[src/rtl/mem_arb_pkg.sv]
// Shared definitions for the memory-port arbiter.
// Contents: FSM state encoding, requester IDs and default widths.
package mem_arb_pkg;

   localparam int DEF_DATA_W  = 8;
   localparam int DEF_ADDR_W  = 8;
   localparam int DEF_MEM_LAT = 1;

   typedef enum logic [1:0] {
      IDLE   = 2'd0,
      ACCESS = 2'd1,
      RESP   = 2'd2
   } arb_state_e;

   typedef enum logic {
      PROC = 1'b0,
      DBG  = 1'b1
   } req_id_e;

endpackage

[src/rtl/rr_arb2.sv]
// Combinational two-way round-robin picker.
// req[0] is the processor and req[1] is debug; on a tie, the requester not named by `last` wins.
module rr_arb2
   import mem_arb_pkg::*;
(
   input  logic [1:0] req,
   input  logic       last,
   output logic [1:0] gnt
);

   always_comb begin
      // NOTE: assigning a default before any branch guarantees every path drives gnt, so no latch is inferred.
      gnt = 2'b00;
      if (req == 2'b11) begin
         gnt = (last == DBG) ? 2'b01 : 2'b10;
      end else begin
         gnt = req;
      end
   end

endmodule

[src/rtl/mem_port_arbiter.sv]
// Arbitrates the shared memory port between the processor and the debug loader.
// It sequences each access through IDLE -> ACCESS -> RESP.
module mem_port_arbiter
   import mem_arb_pkg::*;
#(
   parameter int DATA_W  = DEF_DATA_W,
   parameter int ADDR_W  = DEF_ADDR_W,
   parameter int MEM_LAT = DEF_MEM_LAT
) (
   input  logic              clock,
   input  logic              resetn,
   input  logic              p_req,
   input  logic              p_we,
   input  logic [ADDR_W-1:0] p_addr,
   input  logic [DATA_W-1:0] p_wdata,
   input  logic              d_req,
   input  logic              d_we,
   input  logic [ADDR_W-1:0] d_addr,
   input  logic [DATA_W-1:0] d_wdata,
   output logic              p_ack,
   output logic [DATA_W-1:0] p_rdata,
   output logic              d_ack,
   output logic [DATA_W-1:0] d_rdata,
   output logic [ADDR_W-1:0] m_addr,
   output logic [DATA_W-1:0] m_wdata,
   output logic              m_read,
   output logic              m_write,
   input  logic [DATA_W-1:0] m_rdata,
   output logic [1:0]        ostate,
   output logic              gnt_d
);

   localparam int               CNT_W    = $clog2(MEM_LAT + 1);
   localparam logic [CNT_W-1:0] CNT_LAST = CNT_W'(MEM_LAT - 1);

   arb_state_e        state_q;
   req_id_e           last_q;
   req_id_e           gnt_q;
   logic [CNT_W-1:0]  cnt_q;
   logic              we_q;
   logic [ADDR_W-1:0] addr_q;
   logic [DATA_W-1:0] wdata_q;
   logic [DATA_W-1:0] rdata_q;
   logic              m_read_q;
   logic              m_write_q;
   logic              p_ack_q;
   logic              d_ack_q;

   logic [1:0]        pick;
   req_id_e           winner;

   rr_arb2 u_rr_arb2 (
      .req  ({d_req, p_req}),
      .last (last_q),
      .gnt  (pick)
   );

   assign winner = req_id_e'(pick[1]);

   always_ff @(posedge clock or negedge resetn) begin
      if (!resetn) begin
         state_q   <= IDLE;
         last_q    <= DBG;
         gnt_q     <= PROC;
         cnt_q     <= '0;
         we_q      <= 1'b0;
         addr_q    <= '0;
         wdata_q   <= '0;
         rdata_q   <= '0;
         m_read_q  <= 1'b0;
         m_write_q <= 1'b0;
         p_ack_q   <= 1'b0;
         d_ack_q   <= 1'b0;
      end else begin
         // NOTE: sequential state uses <= so every register samples pre-edge values regardless of statement order.
         p_ack_q <= 1'b0;
         d_ack_q <= 1'b0;
         case (state_q)
            IDLE: begin
               if (pick != 2'b00) begin
                  last_q    <= winner;
                  gnt_q     <= winner;
                  we_q      <= (winner == DBG) ? d_we    : p_we;
                  addr_q    <= (winner == DBG) ? d_addr  : p_addr;
                  wdata_q   <= (winner == DBG) ? d_wdata : p_wdata;
                  m_read_q  <= (winner == DBG) ? !d_we   : !p_we;
                  m_write_q <= (winner == DBG) ? d_we    : p_we;
                  cnt_q     <= '0;
                  state_q   <= ACCESS;
               end
            end
            ACCESS: begin
               if (we_q) begin
                  m_write_q <= 1'b0;
                  p_ack_q   <= (gnt_q == PROC);
                  d_ack_q   <= (gnt_q == DBG);
                  state_q   <= RESP;
               end else if (cnt_q == CNT_LAST) begin
                  // m_rdata is only guaranteed valid in the final strobe cycle.
                  rdata_q   <= m_rdata;
                  m_read_q  <= 1'b0;
                  p_ack_q   <= (gnt_q == PROC);
                  d_ack_q   <= (gnt_q == DBG);
                  state_q   <= RESP;
               end else begin
                  cnt_q <= cnt_q + 1'b1;
               end
            end
            RESP: begin
               state_q <= IDLE;
            end
            default: begin
               m_read_q  <= 1'b0;
               m_write_q <= 1'b0;
               state_q   <= IDLE;
            end
         endcase
      end
   end

   assign m_addr  = addr_q;
   assign m_wdata = wdata_q;
   assign m_read  = m_read_q;
   assign m_write = m_write_q;
   assign p_ack   = p_ack_q;
   assign d_ack   = d_ack_q;
   assign p_rdata = (p_ack_q && !we_q) ? rdata_q : '0;
   assign d_rdata = (d_ack_q && !we_q) ? rdata_q : '0;
   assign ostate  = state_q;
   assign gnt_d   = gnt_q;

endmodule
[config.mk]
export PLATFORM = sky130hd
export DESIGN_NAME = mem_port_arbiter
export DESIGN_NICKNAME = d
export VERILOG_FILES = /design/src/rtl/mem_arb_pkg.sv /design/src/rtl/rr_arb2.sv /design/src/rtl/mem_port_arbiter.sv
export SDC_FILE = /design/constraint.sdc
export NUM_CORES = 1
export LEC_CHECK = 0
export CELL_PAD_IN_SITES_DETAIL_PLACEMENT = 0
export CELL_PAD_IN_SITES_GLOBAL_PLACEMENT = 1
export CORE_UTILIZATION = 31
export DETAILED_ROUTE_END_ITERATION = 16
export PLACE_DENSITY_LB_ADDON = 0.15
export SETUP_SLACK_MARGIN = 0.3
export SLEW_MARGIN = 15
export SYNTH_ARGS = -nofsm -noshare
export SYNTH_HDL_FRONTEND = slang
export SYNTH_SLANG_ARGS = --single-unit
export TNS_END_PERCENT = 1
[constraint.sdc]
create_clock -name clock -period 4.4 [get_ports clock]
set_input_delay 1.32 -clock clock [delete_from_list [all_inputs] [get_ports clock]]
set_output_delay 1.32 -clock clock [all_outputs]
set_load 0.05 [all_outputs]
* After elaboration in Yosys (flattened, before gate mapping)
Index checks and enable logic that the tools add are counted.
** Cells by class
- Bitwise gates (word level) :: 4
- Add/sub/neg operators :: 1
- Multiplexer cells :: 29
- Reduce and logical (&&, ||, !) cells :: 14
- Equality and inequality tests :: 8
** Operators by type and width (count)
- 2-to-1 mux 8 bit :: 4
- 2-to-1 mux 1 bit :: 16
- 2-to-1 mux 2 bit :: 5
- AND reduction 3 bit :: 3
- inequality test 2 bit, second input constant :: 4
- case mux 1 bit (3 select lines) :: 2
- == test 2 bit, second input constant :: 2
- inverter 1 bit :: 4
- case mux 2 bit (2 select lines) :: 1
- AND reduction 2 bit :: 2
- AND reduction 4 bit :: 1
- nonzero test 2 bit :: 2
- logical NOT 1 bit :: 3
- inequality test 3 bit, second input constant :: 1
- == test 2 x 1 -> 1 bit, second input constant :: 1
- logical AND 1 bit :: 2
- logical NOT 2 bit :: 1
- case mux 1 bit (2 select lines) :: 1
- adder 1 bit, second input constant :: 1
** Word-level totals
- Output and inout port bits :: 39
- Register bits :: 34
- Input bits :: 46
- Word-level logic and storage cells :: 68

* Longest topological paths before layout
Gate-level depths: netlist of the first run.
- Word-level depth :: 5
- Depth in mapped cells :: 5
- Gate-level depth less buffers :: 4

* By module
A second synthesis of the first run with hierarchy kept.
** Unflattened totals
- Cell total of the unflattened synthesis :: 118
- Area, all modules :: 1579.0 um^2
** By module, submodules not included
- mem_port_arbiter :: seq. area each 827.0 um^2, cells an instance 115, times used 1, area an instance 1560.2 um^2
- rr_arb2 :: seq. area each 0.0 um^2, cells an instance 3, times used 1, area an instance 18.8 um^2

* Worst setup path after synthesis of the first run
OpenSTA, ideal clock, no wires.
- Kind :: flip-flop to output port
- From :: register d_ack_q, in the netlist d_ack
- To :: output d_rdata[0]
- Required time :: 3.080 ns
- Data arrival time :: 1.385 ns
- Stages on the path, launching flop included :: 3
- Path buffers :: 0
- Setup slack :: 1.695 ns
- Cell sequence :: dfrtp_1 > nor2b_1 > and2_1
** On the way
- Cells in the longest elaborated chain, start to end :: 2
** RTL lines
- start: declaration :: line mem_port_arbiter.sv:47 : logic d_ack_q;
- start signal: assignment :: line mem_port_arbiter.sv:96 : d_ack_q <= (gnt_q == DBG);
- start signal: assignment :: line mem_port_arbiter.sv:103 : d_ack_q <= (gnt_q == DBG);
- logical AND 1 bit :: line mem_port_arbiter.sv:128 : assign d_rdata = (d_ack_q && !we_q) ? rdata_q : '0;
- 2-to-1 mux 8 bit :: line mem_port_arbiter.sv:128
- end: declaration :: line mem_port_arbiter.sv:23 : output logic [DATA_W-1:0] d_rdata,
Every way passes these cells.

* Final worst setup path of the first run
- From :: register we_q
- To :: output p_rdata[0]
** On the way
- Cells in the longest elaborated chain, start to end :: 3
** RTL lines
- start: declaration :: line mem_port_arbiter.sv:40 : logic we_q;
- start signal: assignment :: line mem_port_arbiter.sv:83 : we_q <= (winner == DBG) ? d_we : p_we;
- logical NOT 1 bit :: line mem_port_arbiter.sv:127 : assign p_rdata = (p_ack_q && !we_q) ? rdata_q : '0;
- logical AND 1 bit :: line mem_port_arbiter.sv:127
- 2-to-1 mux 8 bit :: line mem_port_arbiter.sv:127
- end: declaration :: line mem_port_arbiter.sv:21 : output logic [DATA_W-1:0] p_rdata,
Every way passes these cells.

==> qor.csv, run 1 <==
stage,metric,value,unit
route,Final ANT Viol Nets,0,
clocking,postcts setup bufs,0,
route,routed wire length on met2,1970,um
min_path,hold endpoint,p_ack,
timing,final setup violating endpoints,0,
timing,Tmin final,3460,ps
timing,Pins Over Slew Limit,0,
clocking,hold buffers post-CTS,0,
timing,clk_skew,7.13,ps
power,Max rail drop VDD,0.000370,V
route,Vias/cell,4.51,
min_path,hold path cells,1,
logic_synthesis,Synth Register Bits,33,
placement,DP HPWL,2840,um
logic_synthesis,Cell variety after synth,22,
route,Post-Route WL,3750,um
setup_path,cells on worst reg2reg path,4,
setup_path,reg-to-reg critical path startpoint,ostate[1],
timing,Worst Hold Slack,484,ps
die,Rows,25,
die,Initial Util,32.7,%
timing,Final Cycle Share,78.7,%
min_path,hold wc startpoint,gnt_d,
final_layout,# diodes,0,
power,leakage dissipation,1.03,nW
timing,f_max,0.289,GHz
clocking,Max Root-Sink Buffers,2,
placement,I/O Buffers,84,
die,IO Pins,85,
power,PD cells,741,mW/mm2
clocking,"Reg clk slew, reported paths",70,ps
clocking,clk sinks,33,
global_route,initial antenna violation count,0,
timing,RSZ-0062 raised after global routing,no,
final_layout,"most common cell after layout, fill and taps aside",clkdlybuf4s50_1,
final_layout,share of cells above drive strength 1,26.2,%
final_layout,most frequent cells in the layout,"clkdlybuf4s50_1, mux2_2, dfrtp_1",
placement,GPL Wtd Cong,0.711,
die,Die ar.,0.00537,mm2
timing,Final Hold Fails,0,
final_layout,Final Cell Area,0.00256,mm2
timing,total negative slack,0,ps
logic_synthesis,yosys warns,0,
final_layout,number of nets in the layout,251,
setup_path,Worst EP arrival,2140,ps
global_route,first-pass GRT wire length,6010,um
outcome,status,finished clean,
setup_path,reg2reg end,m_addr[0],
route,drt first pass iters,2,
power,total power,1.90,mW
logic_synthesis,Mapped Avg Cell Area,13.7,um2
global_route,Overall Global Routing Usage,15.3,%
clocking,H-tree Lvls,2,
route,DRC violations left,0,
route,routed wl met3,207,um
route,Top Metal Used,met4,
timing,Slew @ Worst Pin,787,ps
global_route,vias in the first global route,1306,
global_route,largest net degree at the start of global routing,34,
setup_path,FF-to-FF setup slack,2670,ps
min_path,Hold Path Class,reg2reg,
global_route,grt ovf,0,
final_layout,area delta synth->final,62.8,%
logic_synthesis,Post-Syn Nets,161,
route,WL/cell,13.8,um
die,die height,73.3,um
setup_path,crit path kind,reg2out,
route,First DRT Iteration DRCs,15,
setup_path,Critical Path RT,3080,ps
route,wire length on met1,1540,um
timing,Worst slew margin,47.3,%
setup_path,CP Capture Type,output pin,
clocking,Clock Latency Late Sink,280,ps
clocking,Root Driver,clkbuf_8,
setup_path,crit path max fanout,8,
clocking,Resize count post-CTS,0,
flow_run,max-cap violations,0,
placement,DP Area,0.00248,mm2
route,Vias,1231,
clocking,CTS tree,built,
logic_synthesis,Mapped Cells,115,
logic_synthesis,post-synthesis sequential area ratio,52.5,%
die,Core ar.,0.00482,mm2
setup_path,critical path launch point type,register,
logic_synthesis,Post-Syn Area,0.00157,mm2
clocking,total CTS buffers,5,
die,die width,73.3,um
final cells by class:
cell class / instances / area (um2)
well taps: 67 / 83.8
fillers: 457 / 2250
clock buffers: 6 / 72.6
flip-flops and latches: 33 / 827
inverters: 4 / 15.0
clock inverters: 2 / 10.0
repair buffers: 85 / 848
multi-input cells: 76 / 706
through the flow:
stage,util (%),std cells,worst slack (ps)
after floorplan,-,115,1700
after global placement,51.5,265,1210
after detailed placement,51.5,265,1120
after CTS,53.2,273,881
after global routing,53.2,273,770
final,53.2,273,938
critical path, stage by stage (launching register included):
cell             delay [ps]
dfrtp_1                 430
nor2b_1                 430
and2_1                  210
clkdlybuf4s50_1         800
synthesized netlist by cell type (all sizes together):
| cell type | count | share of area, % |
|---|---|---|
| o21bai | 1 | 0.48 |
| buf | 2 | 1.7 |
| o21ai | 1 | 0.56 |
| dfstp | 1 | 1.7 |
| nor3 | 1 | 0.32 |
| o22ai | 1 | 0.40 |
| dfrtp | 32 | 51 |
| a21oi | 2 | 0.64 |
| nand2b | 1 | 0.40 |
| mux2 | 41 | 29 |
| a22o | 1 | 0.56 |
| a31oi | 1 | 0.40 |
| a21boi | 2 | 1.7 |
| mux2i | 2 | 1.3 |
| inv | 4 | 0.95 |
| and2 | 17 | 6.8 |
| nor2b | 2 | 0.79 |
| nor3b | 1 | 0.79 |
| nor2 | 2 | 0.48 |
flip-flops by register name, indices dropped and copies added, names as in the netlist:
signal   cells
ostate       2
p_ack        1
m_addr       8
rdata_q      8
m_read       1
last_q       1
m_write      1
m_wdata      8
we_q         1
d_ack        1
gnt_d        1
cells by family after synthesis:
group	count (synthesis)	share of synthesized area, %
compound gates	9	4.69
buf+inv	6	2.62
flops	33	52.5
mux	43	30.6
simple gates	24	9.54
routing by layer:
| metal | vias up | GRT usage, % |
|---|---|---|
| li1 | 582 | - |
| met1 | 600 | 17.0 |
| met2 | 45 | 26.6 |
| met3 | 4 | 5.49 |
| met4 | 0 | 5.88 |
| met5 | - | 0 |
worst max-delay path by stage:
stage,from,to,slack (ps),depth (start not counted)
after floorplan,d_ack,d_rdata[0],1700,2
after global placement,d_req,m_wdata[6],1210,4
after detailed placement,d_req,m_wdata[0],1120,4
after CTS,we_q,p_rdata[0],880,3
after global routing,we_q,d_rdata[7],770,3
final,we_q,p_rdata[0],940,3
power by group:
part | internal (mW) | total (mW) | switching (mW) | leakage [nW]
Combinational | 0.454 | 1.12 | 0.666 | 0.597
Clock | 0.109 | 0.214 | 0.105 | 0.0450
Sequential | 0.461 | 0.564 | 0.103 | 0.393
Note: power is estimated with default switching activity, not from simulation.
==> run 2: changes to the inputs <==
--- a/config.mk
+++ b/config.mk
@@ -7,7 +7,7 @@
 export LEC_CHECK = 0
 export CELL_PAD_IN_SITES_DETAIL_PLACEMENT = 0
 export CELL_PAD_IN_SITES_GLOBAL_PLACEMENT = 1
-export CORE_UTILIZATION = 31
+export CORE_UTILIZATION = 29
 export DETAILED_ROUTE_END_ITERATION = 16
 export PLACE_DENSITY_LB_ADDON = 0.15
 export SETUP_SLACK_MARGIN = 0.3
==> constraint.sdc (replaced) <==
create_clock -name clock -period 3.4 [get_ports clock]
set_input_delay 1.02 -clock clock [delete_from_list [all_inputs] [get_ports clock]]
set_output_delay 1.02 -clock clock [all_outputs]
set_load 0.05 [all_outputs]
==> run 2 against run 1 <==
Count of clock-buffer cells in the layout did not move; sequential share of layout area shrank 0.11 points; clock skew down 2.6 ps; critical path depth unchanged; total power up 29%.
==> qor.csv, run 2 (synthesis results as in run 1) <==
stage,metric,value,unit
outcome,status,finished clean,
global_route,grt ovf,0,
die,die height,75.7,um
final_layout,"most common cell after layout, fill and taps aside",clkdlybuf4s50_1,
global_route,initial antenna violation count,0,
setup_path,CP Capture Type,output pin,
timing,Worst slew margin,53.8,%
clocking,H-tree Lvls,2,
flow_run,max-cap violations,0,
timing,Final Cycle Share,92.4,%
power,net switching power,1.12,mW
route,WL/cell,12.8,um
clocking,CTS tree,built,
clocking,clk sinks,33,
die,Die ar.,0.00573,mm2
timing,final setup violating endpoints,0,
final_layout,most frequent cells in the layout,"clkdlybuf4s50_1, mux2_2, dfrtp_1",
clocking,Root Driver,clkbuf_8,
setup_path,Critical-path top delay cell,clkdlybuf4s50_1,
power,leakage dissipation,1.05,nW
power,sequential share of power,29.8,%
route,First DRT Iteration DRCs,20,
timing,Slew @ Worst Pin,690,ps
setup_path,crit path kind,reg2out,
setup_path,critical path launch point type,register,
timing,total negative slack,0,ps
power,combinational fraction of design power,58.8,%
route,Vias,1222,
clocking,total CTS buffers,5,
global_route,grt met1 use,15.0,%
final_layout,post-route insts no fill,276,
global_route,grt met2 use,23.2,%
global_route,largest net degree at the start of global routing,34,
timing,Final Hold Fails,0,
timing,Pins Over Slew Limit,0,
global_route,Overall Global Routing Usage,13.6,%
setup_path,Critical Path Max Stage Delay,800,ps
timing,RSZ-0062 raised after global routing,yes,
power,Max rail drop VDD,0.000394,V
power,part of the power in the clock network,11.4,%
power,PD cells,951,mW/mm2
timing,Worst Hold Slack,498,ps
die,die width,75.7,um
final_layout,area delta synth->final,63.4,%
setup_path,crit path max fanout,8,
placement,I/O Buffers,84,
final_layout,# diodes,0,
route,Final ANT Viol Nets,0,
placement,dpl cells,268,
clocking,Max Root-Sink Buffers,2,
timing,clk_skew,4.52,ps
final_layout,share of cells above drive strength 1,26.7,%
power,P_int,1.33,mW
placement,DP HPWL,2690,um
die,Core ar.,0.00517,mm2
power,Switching Fraction,45.8,%
timing,Tmin final,3140,ps
final_layout,number of nets in the layout,251,
setup_path,Critical Path RT,2380,ps
die,IO Pins,85,
global_route,vias in the first global route,1253,
clocking,Clock Latency Late Sink,280,ps
clocking,postcts setup bufs,0,
setup_path,Worst EP arrival,2120,ps
die,Initial Util,30.4,%
setup_path,critical-path cell list,nor2b_1 -> and2_1 -> clkdlybuf4s50_1,
route,DRC violations left,0,
route,drt first pass iters,4,
die,Rows,26,
global_route,first-pass GRT wire length,5590,um
route,Post-Route WL,3530,um
final_layout,Fill cells,462,
route,Vias/cell,4.43,
global_route,met3 Use GR,5.03,%
placement,GPL Wtd Cong,0.688,
timing,f_max,0.318,GHz
min_path,Hold Path Class,reg2reg,
clocking,"Reg clk slew, reported paths",70,ps
global_route,GRT Max-Usage Layer,met2,
clocking,hold buffers post-CTS,0,
-- run 2: what timing repair did --
item | CTS | global route
endpoints found under the setup margin | 16 | 8
gates resized for setup | 1 | 1
pin swaps | 0 | 0
cloned | 0 | 0
-- run 2: worst paths after layout --
check | slack [ps] | end | start | cells past startpoint
min | 500 | p_ack | gnt_d | 1
min in group asynchronous | 1140 | m_addr[7] | resetn | 2
max | 260 | p_rdata[7] | we_q | 3
max in group asynchronous | 1930 | last_q | resetn | 2
min reg2reg | 500 | p_ack | gnt_d | 1
max reg2reg | 1690 | m_addr[2] | ostate[1] | 4
-- run 2: cell type report --
class                   count  area (um2)  area share, %
repair buffers             85         851           33.1
flip-flops and latches     33         827           32.2
multi-input cells          76         708           27.5
well taps                  70        87.6           3.41
clock buffers               6        72.6           2.82
inverters                   4        15.0          0.584
clock inverters             2        10.0          0.389
-- run 2: power by group through the flow --
stage / sequential (mW) / combinational (mW) / clock [mW]
finish: 0.729 / 1.44 / 0.279
CTS: 0.732 / 1.46 / 0.296
global route: 0.760 / 1.52 / 0.313
detailed placement: 0.738 / 1.46 / 0
floorplan: 1.18 / 0.532 / 0
global placement: 0.724 / 1.44 / 0
-- run 2: critical path: cells and delay by family (launching register included) --
| family | cells | cell delay [ps] |
|---|---|---|
| AND/OR/NAND/NOR | 2 | 610 |
| flip-flops | 1 | 440 |
| buffers and inverters | 1 | 800 |
-- run 2: metrics by stage --
stage | area [um2] | utilization (%) | power [mW] | setup WS (ps)
after global routing | 2570 | 49.7 | 2.59 | 175
final | 2570 | 49.7 | 2.45 | 259
after global placement | 2480 | 48.0 | 2.16 | 487
after CTS | 2570 | 49.7 | 2.49 | 189
after floorplan | 1570 | - | 1.72 | 995
after detailed placement | 2480 | 48.0 | 2.19 | 446
-- run 2: per-layer routing --
layer  up-vias  wire, um
met5         -         0
met4         0        61
met3         6       218
met2        50      1780
met1       583      1470
li1        583         -
